==> src/rtl/prewish_switch_poller_pkg.sv <==
// Shared types and constants for the switch poller and the stages around it.
// Holds the status byte width, the request payload and the short-period simulation settings.
package prewish_switch_poller_pkg;

   localparam int STATUS_W = 8;

   typedef logic [STATUS_W-1:0] status_t;

   // The debouncer ignores the request payload; it is held at zero.
   localparam status_t REQ_DAT = '0;

   localparam int SIM_POLL_PERIOD = 37;
   localparam int SIM_POLL_BITS   = 6;

   function automatic status_t rising_bits(input status_t cur, input status_t prev);
      return cur & ~prev;
   endfunction

endpackage

==> src/rtl/prewish_switch_poller_if.sv <==
// Request/response strobe handshake between the poller (master) and the debouncer (slave).
interface prewish_switch_poller_if;
   import prewish_switch_poller_pkg::*;

   logic    req_stb;
   status_t req_dat;
   logic    rsp_stb;
   status_t rsp_dat;

   modport master (
      output req_stb,
      output req_dat,
      input  rsp_stb,
      input  rsp_dat
   );

   modport slave (
      input  req_stb,
      input  req_dat,
      output rsp_stb,
      output rsp_dat
   );

endinterface

==> src/rtl/prewish_switch_poller_poll_timer.sv <==
// Free-running down-counter that emits a one-cycle tick every PERIOD cycles.
// Reusable by any stage that polls on a fixed schedule.
module prewish_poll_timer #(
   parameter int PERIOD = 120000,
   parameter int BITS   = 17
) (
   input  logic CLK_I,
   input  logic RST_I,
   output logic o_tick
);

   localparam logic [BITS-1:0] RELOAD = BITS'(PERIOD - 1);

   logic [BITS-1:0] cnt;

   always_ff @(posedge CLK_I) begin
      if (RST_I) begin
         cnt <= RELOAD;
      end else if (cnt == '0) begin
         cnt <= RELOAD;
      end else begin
         cnt <= cnt - 1'b1;
      end
   end

   assign o_tick = (cnt == '0);

endmodule

==> src/rtl/prewish_switch_poller.sv <==
// Polls the debounced switch byte, turns rising edges into toggles of a blink mask,
// and flags a lost response with a sticky error.
//
//   state  | meaning
//   -------+--------------------------------------------------------------
//   IDLE   | waiting for the poll tick; late or stray responses are ignored
//   REQ    | request strobe high for this single cycle, timeout counter cleared
//   WAIT   | waiting for the response strobe, bounded by TIMEOUT cycles
//   UPDATE | edge detect on the captured byte, mask toggle, update strobe
module prewish_switch_poller
   import prewish_switch_poller_pkg::*;
#(
   parameter int POLL_PERIOD  = 120000,
   parameter int POLL_BITS    = 17,
   parameter int TIMEOUT      = 255,
   parameter int TIMEOUT_BITS = 8
) (
   input  logic                     CLK_I,
   input  logic                     RST_I,
   prewish_switch_poller_if.master  bus,
   output status_t                  o_mask,
   output logic                     o_mask_stb,
   output status_t                  o_press,
   output logic                     o_err,
   output logic                     o_alive
);

   typedef enum logic [1:0] {
      ST_IDLE   = 2'd0,
      ST_REQ    = 2'd1,
      ST_WAIT   = 2'd2,
      ST_UPDATE = 2'd3
   } state_t;

   localparam logic [TIMEOUT_BITS-1:0] CTR_LIMIT = TIMEOUT_BITS'(TIMEOUT - 1);

   state_t                  state;
   state_t                  state_nxt;
   logic                    tick;

   logic                    stb;
   logic [TIMEOUT_BITS-1:0] ctr;
   status_t                 cap;
   status_t                 prev;
   status_t                 mask;
   logic                    mask_stb;
   status_t                 press;
   logic                    err;
   logic                    alive;

   logic                    stb_d;
   logic [TIMEOUT_BITS-1:0] ctr_d;
   status_t                 cap_d;
   status_t                 prev_d;
   status_t                 mask_d;
   logic                    mask_stb_d;
   status_t                 press_d;
   logic                    err_d;
   logic                    alive_d;
   status_t                 press_w;

   prewish_poll_timer #(
      .PERIOD (POLL_PERIOD),
      .BITS   (POLL_BITS)
   ) u_poll_timer (
      .CLK_I  (CLK_I),
      .RST_I  (RST_I),
      .o_tick (tick)
   );

   always_ff @(posedge CLK_I) begin
      if (RST_I) begin
         state    <= ST_IDLE;
         stb      <= 1'b0;
         ctr      <= '0;
         cap      <= '0;
         prev     <= '0;
         mask     <= '0;
         mask_stb <= 1'b0;
         press    <= '0;
         err      <= 1'b0;
         alive    <= 1'b0;
      end else begin
         state    <= state_nxt;
         stb      <= stb_d;
         ctr      <= ctr_d;
         cap      <= cap_d;
         prev     <= prev_d;
         mask     <= mask_d;
         mask_stb <= mask_stb_d;
         press    <= press_d;
         err      <= err_d;
         alive    <= alive_d;
      end
   end

   // A tick that lands outside IDLE is simply lost; the next one restarts the poll.
   always_comb begin
      state_nxt = state;
      case (state)
         ST_IDLE:   if (tick) state_nxt = ST_REQ;
         ST_REQ:    state_nxt = ST_WAIT;
         ST_WAIT: begin
            if (bus.rsp_stb) begin
               state_nxt = ST_UPDATE;
            end else if (ctr == CTR_LIMIT) begin
               state_nxt = ST_IDLE;
            end
         end
         ST_UPDATE: state_nxt = ST_IDLE;
         default:   state_nxt = ST_IDLE;
      endcase
   end

   // The response strobe is checked before the limit so a last-cycle answer still counts.
   always_comb begin
      stb_d      = (state_nxt == ST_REQ);
      ctr_d      = ctr;
      cap_d      = cap;
      prev_d     = prev;
      mask_d     = mask;
      mask_stb_d = 1'b0;
      press_d    = '0;
      err_d      = err;
      alive_d    = alive;
      press_w    = rising_bits(cap, prev);
      case (state)
         ST_REQ: begin
            ctr_d = '0;
         end
         ST_WAIT: begin
            if (bus.rsp_stb) begin
               cap_d = bus.rsp_dat;
            end else if (ctr == CTR_LIMIT) begin
               err_d = 1'b1;
            end else begin
               ctr_d = ctr + 1'b1;
            end
         end
         ST_UPDATE: begin
            prev_d  = cap;
            mask_d  = mask ^ press_w;
            alive_d = ~alive;
            if (press_w != '0) begin
               mask_stb_d = 1'b1;
               press_d    = press_w;
            end
         end
         default: ;
      endcase
   end

   assign bus.req_stb = stb;
   assign bus.req_dat = REQ_DAT;
   assign o_mask      = mask;
   assign o_mask_stb  = mask_stb;
   assign o_press     = press;
   assign o_err       = err;
   assign o_alive     = alive;

endmodule
==> src/flat_wrapper.sv <==
// flat-port wrapper written by rule: the top's interface ports become plain ports
module prewish_switch_poller_flat import prewish_switch_poller_pkg::*;
#(
   parameter int POLL_PERIOD  = 120000,
   parameter int POLL_BITS    = 17,
   parameter int TIMEOUT      = 255,
   parameter int TIMEOUT_BITS = 8
)
  (CLK_I, RST_I, o_mask, o_mask_stb, o_press, o_err, o_alive, bus_req_stb, bus_req_dat, bus_rsp_stb, bus_rsp_dat);
  prewish_switch_poller_if bus_i ();
  input  logic CLK_I;
  input  logic RST_I;
  output status_t o_mask;
  output logic o_mask_stb;
  output status_t o_press;
  output logic o_err;
  output logic o_alive;
  output wire logic [$bits(bus_i.req_stb)-1:0] bus_req_stb;
  output wire logic [$bits(bus_i.req_dat)-1:0] bus_req_dat;
  input wire logic [$bits(bus_i.rsp_stb)-1:0] bus_rsp_stb;
  input wire logic [$bits(bus_i.rsp_dat)-1:0] bus_rsp_dat;
  assign bus_req_stb = bus_i.req_stb;
  assign bus_req_dat = bus_i.req_dat;
  assign bus_i.rsp_stb = bus_rsp_stb;
  assign bus_i.rsp_dat = bus_rsp_dat;
  prewish_switch_poller #(.POLL_PERIOD(POLL_PERIOD), .POLL_BITS(POLL_BITS), .TIMEOUT(TIMEOUT), .TIMEOUT_BITS(TIMEOUT_BITS)) u_core (.CLK_I(CLK_I), .RST_I(RST_I), .bus(bus_i), .o_mask(o_mask), .o_mask_stb(o_mask_stb), .o_press(o_press), .o_err(o_err), .o_alive(o_alive));
endmodule
==> config.mk <==
export PLATFORM = sky130hd
export DESIGN_NAME = prewish_switch_poller_flat
export DESIGN_NICKNAME = d
export VERILOG_FILES = /design/src/rtl/prewish_switch_poller_pkg.sv /design/src/rtl/prewish_switch_poller_if.sv /design/src/rtl/prewish_switch_poller_poll_timer.sv /design/src/rtl/prewish_switch_poller.sv /design/src/flat_wrapper.sv
export SDC_FILE = /design/constraint.sdc
export NUM_CORES = 1
export LEC_CHECK = 0
export CORE_MARGIN = 2
export CORE_UTILIZATION = 53
export CTS_CLUSTER_DIAMETER = 60
export DETAILED_ROUTE_END_ITERATION = 10
export GPL_ROUTABILITY_DRIVEN = 0
export GPL_TIMING_DRIVEN = 1
export PLACE_DENSITY = 0.76
export SETUP_SLACK_MARGIN = 0.15
export SLEW_MARGIN = 10
export SYNTH_ARGS = -nofsm -noshare
export SYNTH_HDL_FRONTEND = slang
export SYNTH_SLANG_ARGS = --single-unit
==> constraint.sdc <==
create_clock -name CLK_I -period 2.1 [get_ports CLK_I]
set_input_delay 0.42 -clock CLK_I [delete_from_list [all_inputs] [get_ports CLK_I]]
set_output_delay 0.42 -clock CLK_I [all_outputs]
set_load 0.01 [all_outputs]
Yosys cells after proc, flatten, opt, wreduce, memory -nomap -nowiden
Index checks and enable logic that the tools add are counted.

Output and inout port bits: 28. Latch bits: 0. Bits in read-only memories: 0. Bits in registers: 63. Word-level logic and storage cells: 45. Bits of input ports: 11. Memories: 0. RAM bits: 0.

Muxes and demuxes: 8. Add/sub/neg operators: 2. Equal/unequal tests: 7. Divide/modulo/power cells: 0. Bitwise logic cells: 7. Shift-type cells: 0. Reductions and logical operators: 10. $lt $le $gt $ge: 0. $mul: 0.

Operators with widths (count): zero test 17 bit (1); subtractor 17 x 1 -> 17 bit, second input constant (1); two-way mux 8 bit (2); case mux 8 bit (2 select lines) (1); adder 8 x 1 -> 8 bit, second input constant (1); AND 8 bit (1); == test 8 bit, second input constant (1); inverter 8 bit (1); case mux 2 bit (4 select lines) (1); nonzero test 8 bit (1); bitwise XOR 8 bit (1); two-way mux 2 bit (3); AND reduction 3 bit (2); == test 2 x 1 -> 1 bit, second input constant (2); == test 2 bit, second input constant (2); inequality test 2 bit, second input constant (2); inverter 1 bit (4); OR reduction 2 bit (2); OR reduction 3 bit (1); zero test 2 bit (1); AND reduction 2 bit (1); nonzero test 2 bit (1); two-way mux 1 bit (1).

Longest topological paths before layout
Word-level depth: 5. Depth in mapped cells: 7. Mapped depth without buffers: 6.

Hierarchy
From an unflattened synthesis, not the netlist that was laid out.

Cells, all modules: 301. Area total of the unflattened synthesis: 2748.9 µm².

By module, submodules not included: prewish_switch_poller (instances 1, area an instance 1979.4 µm², seq. area each 920.9 µm², cells each 219); prewish_poll_timer (instances 1, area an instance 769.5 µm², seq. area each 340.3 µm², cells each 82).

Worst setup path before layout
OpenSTA, ideal clock, no wires.

Path type: register -> register. From: reg u_core.u_poll_timer.cnt[8]. To: reg u_core.u_poll_timer.cnt[15]. Data required time: 2.038 ns. Period minus slack after synthesis: 1.750 ns. Slack: 0.350 ns. Arrival: 1.688 ns. Cell stages (with the launch flop): 5. Buffers on the path: 0. Library setup time: 0.062 ns. Cells stage by stage: dfxtp_1 > or4_4 > or3_4 > or4_1 > nand3_1.

Cells in the longest elaborated chain, start to end: 2. Elaborated cells between the ends (all ways): 3. Classes of those cells: add/sub: 1; reduce/logical: 2.

RTL lines: start, declared (line prewish_switch_poller_poll_timer.sv:14) `logic [BITS-1:0] cnt;`; start signal, assigned (line prewish_switch_poller_poll_timer.sv:22) `cnt <= cnt - 1'b1;`; branches (longest 2 deep; another with subtractor 17 x 1 -> 17 bit).

Several ways; the timed one is not identified. A chain may end at the register's enable or synchronous reset.

Final worst setup path
Ends and elaborated chain as after synthesis.

==> impl_metrics.toml <==
[die]
fp.dieH_um = 74.7
start_util_pct = 55.7
fp.coreArea_sq_um = 4750
rows = 25
die_area_sq_um = 5570
die_w_um = 74.7
io_pins = 39

[sta]
min_period_ns = 1.84
hold_viol_final = 0
fmax_mhz = 544
max_slew_margin_pct = 59.8
slew_viol_final = 0
worst_slew_pin_slew_ns = 0.597
finalCritPeriodShare_pct = 87.6
fin_worst_skew_ns = 0.00743
tns_ns = 0
finalSetupViolCount = 0
rsz0062_at_grt = "no"

[drt]
ant_nets = 0
vias_per_cell = 5.14
remaining_drc_errors = 0
wirelength_mm = 5.25
post_drt_wl_per_cell_um = 12.6
vias = 2140
drtIter0Drc = 152
drtPass1Iterations = 4

[final_layout]
final_cell_mix = "dfxtp_1 (63), nand2_1 (51), clkdlybuf4s50_1 (30), a21oi_1 (22)"
n_antenna_cell = 0
drive_gt1_share_pct = 9.74
fin_cells = 416
multi_input_area_sq_um = 1280
syn_to_final_growth_pct = 21.7
nets = 358
n_fill_cell = 401
seq_area_sq_um = 1260
final_common_cell = "dfxtp_1"

[cts]
htree_levels = 3
cts_resized = 0
post_cts_buffers = 0
path_clk_slew_ns = 0.07
max-clock-path-buffers = 2
cts_made_buffers = 9
cts.sinks = 63
clock_latency_ns = 0.33
tritoncts = "yes"
root_buffer = "clkbuf_8"
holdBufCountCts = 0

[setup_path]
rr_worst_depth = 4
cp.required_ns = 2.36
cp_max_fo = 5
r2r_slack_ns = 0.26
start_kind = "flop"
startpoint = "u_core.u_poll_timer.cnt[8]"
endpoint_kind = "flop"
r2r-start = "u_core.u_poll_timer.cnt[8]"
reg2reg_to = "u_core.u_poll_timer.cnt[15]"
path_class = "reg -> reg"
critPathArrivalTime_ns = 2.10

[placed_design]
numPortBuffers = 30
place_inst = 400
hpwl_mm = 3.69

[yosys]
netlist_instances = 305
synth_compound_area_share_pct = 9.27
synthesis.area_sq_um = 2650
synthAdderAreaFrac_pct = 1.42
ys_ff_latch = 63
avgSynthCellArea_sq_um = 8.68
yosysWarningCount = 0
synth.area.mux_share_pct = 1.89
synth_top_family_by_area = "simple AND/OR/NAND/NOR gates"
synth-xor-area-share_pct = 5.63
ys_types = 38
yosysSeqAreaShare_pct = 47.7
synth-simple-area-share_pct = 29.0

[power]
power_density_nw_per_um2 = 692
ir_worst_vdd_mv = 0.504
leakage_nw = 1.16

[min_path]
min_path_type = "reg -> reg"
min-delay-start = "u_core.u_poll_timer.cnt[0]"
holdPathEnd = "u_core.u_poll_timer.cnt[0]"
worstHoldPathCells = 1

[flow_run]
drv_cap = 0

[global_route]
grt_pass1_wl_mm = 8.74
grt_use_total_pct = 20.7
grt_start_max_net_pins = 22
grt_pass1_vias = 1945
grt_overflow = 0
antenna_found_initial = 0

[run_status]
status = "finished, final reports clean"
routing by layer:
metal / GRT usage (%) / vias to the layer above / routed length (um)
li1: - / 1105 / -
met1: 26.9 / 970 / 2490
met2: 33.0 / 57 / 2420
met3: 3.61 / 8 / 238
met4: 10.7 / 0 / 108
met5: 0 / - / 0
worst max path at each step:
stage	end	slack [ns]
final	u_core.u_poll_timer.cnt[15]	0.26
after global routing	u_core.u_poll_timer.cnt[15]	0.20
after CTS	u_core.u_poll_timer.cnt[15]	0.26
after detailed placement	u_core.ctr[1]	0.19
after global placement	u_core.ctr[1]	0.18
after floorplan	u_core.u_poll_timer.cnt[15]	0.35
sequential cells by signal, indices dropped and copies added (netlist names):
register,count
u_core.prev,8
u_core.o_alive,1
u_core.o_mask,8
u_core.cap,8
u_core.o_err,1
u_core.ctr,8
u_core.u_poll_timer.cnt,17
u_core.o_press,8
u_core.bus.req_stb,1
u_core.o_mask_stb,1
u_core.state,2
power by group:
| group | internal (mW) | switching, mW |
|---|---|---|
| sequential | 1.20 | 0.00635 |
| combinational | 0.0329 | 0.0394 |
| clock | 0.488 | 0.465 |
synthesized netlist by cell type, drive strengths merged:
library cell / count / area, sq um
o21a: 2 / 15.0
ha: 3 / 37.5
o31ai: 4 / 30.0
and2: 2 / 12.5
nor2b: 10 / 62.6
or4: 6 / 48.8
o31a: 1 / 8.76
clkbuf: 13 / 48.8
inv: 6 / 22.5
o211ai: 1 / 7.51
nand3: 21 / 105
mux2i: 5 / 50.1
nand3b: 1 / 7.51
nor3b: 9 / 67.6
nor4: 6 / 52.6
conb: 1 / 3.75
a21o: 1 / 7.51
nand2b: 3 / 26.3
a21oi: 22 / 110
and3: 2 / 12.5
o21ai: 6 / 30.0
nor2: 21 / 78.8
nand4: 4 / 25.0
a211o: 1 / 8.76
xnor2: 5 / 43.8
or3: 9 / 62.6
xor2: 12 / 105
a21boi: 2 / 15.0
buf: 8 / 60.1
a211oi: 1 / 12.5
nor3: 3 / 15.0
nand2: 51 / 191
dfxtp: 63 / 1260
cell type report:
class / count / area share [%]
multi-input cells: 222 / 39.7
flip-flops and latches: 63 / 39.1
repair buffers: 42 / 12.1
clock buffers: 11 / 4.70
well taps: 67 / 2.60
clock inverters: 5 / 1.01
inverters: 6 / 0.699
metrics by stage:
stage               hold WS [ns]  power, mW  util (%)  instance area, sq um  worst slack, ns
floorplan                  0.393       1.28         -                  2670            0.350
global placement           0.419       1.31      63.9                  3040            0.183
detailed placement         0.429       1.31      63.9                  3040            0.195
CTS                        0.445       2.25      67.8                  3220            0.263
global route               0.450       2.29      67.8                  3220            0.202
finish                     0.441       2.23      67.8                  3220            0.261
cells by family after synthesis:
group           Yosys count
compound gates           41
xor+xnor                 17
fa+ha+maj                 3
buf+inv                  27
flops                    63
mux                       5
other cells               1
simple gates            148
worst max-delay path, stage by stage, from the launching register on:
cell     delay [ns]
dfxtp_1        0.35
or4_4          0.57
or3_4          0.36
or4_1          0.41
nand3_1        0.10
(Power assumes the default switching activity.)
==> RTL change: new RTL, same flow settings <==
The 4 states of `state_t` get a Gray code encoding in 2 bits.
--- a/src/rtl/prewish_switch_poller.sv
+++ b/src/rtl/prewish_switch_poller.sv
@@ -26,10 +26,10 @@
 );
 
    typedef enum logic [1:0] {
-      ST_IDLE   = 2'd0,
-      ST_REQ    = 2'd1,
-      ST_WAIT   = 2'd2,
-      ST_UPDATE = 2'd3
+      ST_IDLE   = 2'b00,
+      ST_REQ    = 2'b01,
+      ST_WAIT   = 2'b11,
+      ST_UPDATE = 2'b10
    } state_t;
 
    localparam logic [TIMEOUT_BITS-1:0] CTR_LIMIT = TIMEOUT_BITS'(TIMEOUT - 1);
Behaviour: same outputs for any inputs over 10 cycles, from zero or initial values and one cycle with RST_I high; not proved beyond that.
==> RTL change against the unedited design <==
Wire length decreased by 0.51%. Sequential cell count unchanged. Total power increased by 2.2%. Critical path depth stayed put. Maximum frequency rose by 6.5%. Area after synthesis down 0.57%. Count of clock-buffer cells in the layout shrank 1. Final area rose by 0.19%. Setup slack better by 0.11 ns. Critical path type unchanged. Critical endpoint is now u_core.u_poll_timer.cnt[13]$_SDFF_PP0_.
==> RTL change: results (changes against the unedited design) <==
Placed design:
- The placed wire-length estimate after detailed placement is 3.61 mm (-2.3%).
- The standard cell area after detailed placement is 3020 um2 (-0.45%).

Timing:
- The worst slack on hold paths is 0.411 ns (-0.0295 ns).
- The clock skew after layout was 0.00756 ns (+0.000136 ns).
- The worst relative slew slack is 0.576 (-0.0219).
- The least setup slack across all paths after layout is 0.373 ns (+0.112 ns).

Finish:
- The count of inverters other than clock inverters in the layout is 8 (+2).
- The net count reported at finish was 356 (-0.56%).
- The fraction of layout cells with a size suffix above 1 is 0.107 (+0.00921).
- The count of multi-input combinational gates was 219 (-1.4%).
- The utilization after layout is 0.679 (+0.00131).
- The share of final layout cell area taken by non-clock buffers came to 0.119 (-0.00256).

Route:
- The overall routed net length came to 5.22 mm (-0.51%).
- The met3 wire length is 313 um (+32%).
- The number of DRC violations after detailed-routing iteration 0 is 195 (+28%).
- The ratio of routed vias to standard cells is 5.34 (+3.8%).
- The detailed-routed wire length on met2 is 2.44 mm (+0.83%).

Global route:
- The met2 usage in global routing came to 0.341 (+0.0108).
- The number of global-route vias before repair is 1997 (+2.7%).
- The largest net degree at the start of global routing is 26 (+18%).
- The global routing usage on met1 is 0.247 (-0.0217).

Outcome:
- The flow ran to the end, and the final reports show no timing, DRC or antenna violations.

Setup path:
- The worst setup slack for register-to-register paths is 0.37 ns (+0.11 ns).
- The delay of the slowest cell on the worst path is 0.41 ns (-0.16 ns).
- The cell with the biggest individual delay on the critical path is or3_1.
- The signal arrival time at the worst endpoint was 1.93 ns (-0.17 ns).

Pwr:
- The static power due to leakage is 1.16 nW (+0.21%).
- The worst-case vdd ir drop was 0.000479 V (-5.0%).
-- RTL change: cell types whose count changed in the layout (fill, tap and decap cells not counted), sizes merged, moves of 7 or more --
cell    before  now
nand3       21    6
nor2b       10    1
nor3b        9    0
nand2       51   43
nor2        21   29
nand2b       3   10
-- RTL change: cells by family after synthesis --
group,synth area share
other,0.00143
XOR/XNOR,0.0366
buffers and inverters,0.0495
AND/OR/NAND/NOR,0.268
adder cells (fa/ha/maj),0.0143
flip-flops,0.479
multiplexers,0.0304
AO/OA/AOI/OAI,0.121
-- RTL change: worst max-delay path: cells and delay by family, from the launching register on --
| family | cells | cell delay [ns] |
|---|---|---|
| flops | 1 | 0.34 |
| simple gates | 3 | 0.86 |
| compound gates | 1 | 0.39 |
-- RTL change: report_power, final --
| part | internal [mW] | total [mW] | switching (mW) |
|---|---|---|---|
| Sequential | 1.20 | 1.20 | 0.00482 |
| Combinational | 0.0288 | 0.0671 | 0.0383 |
| Clock | 0.543 | 1.01 | 0.465 |
| Total | 1.77 | 2.28 | 0.508 |
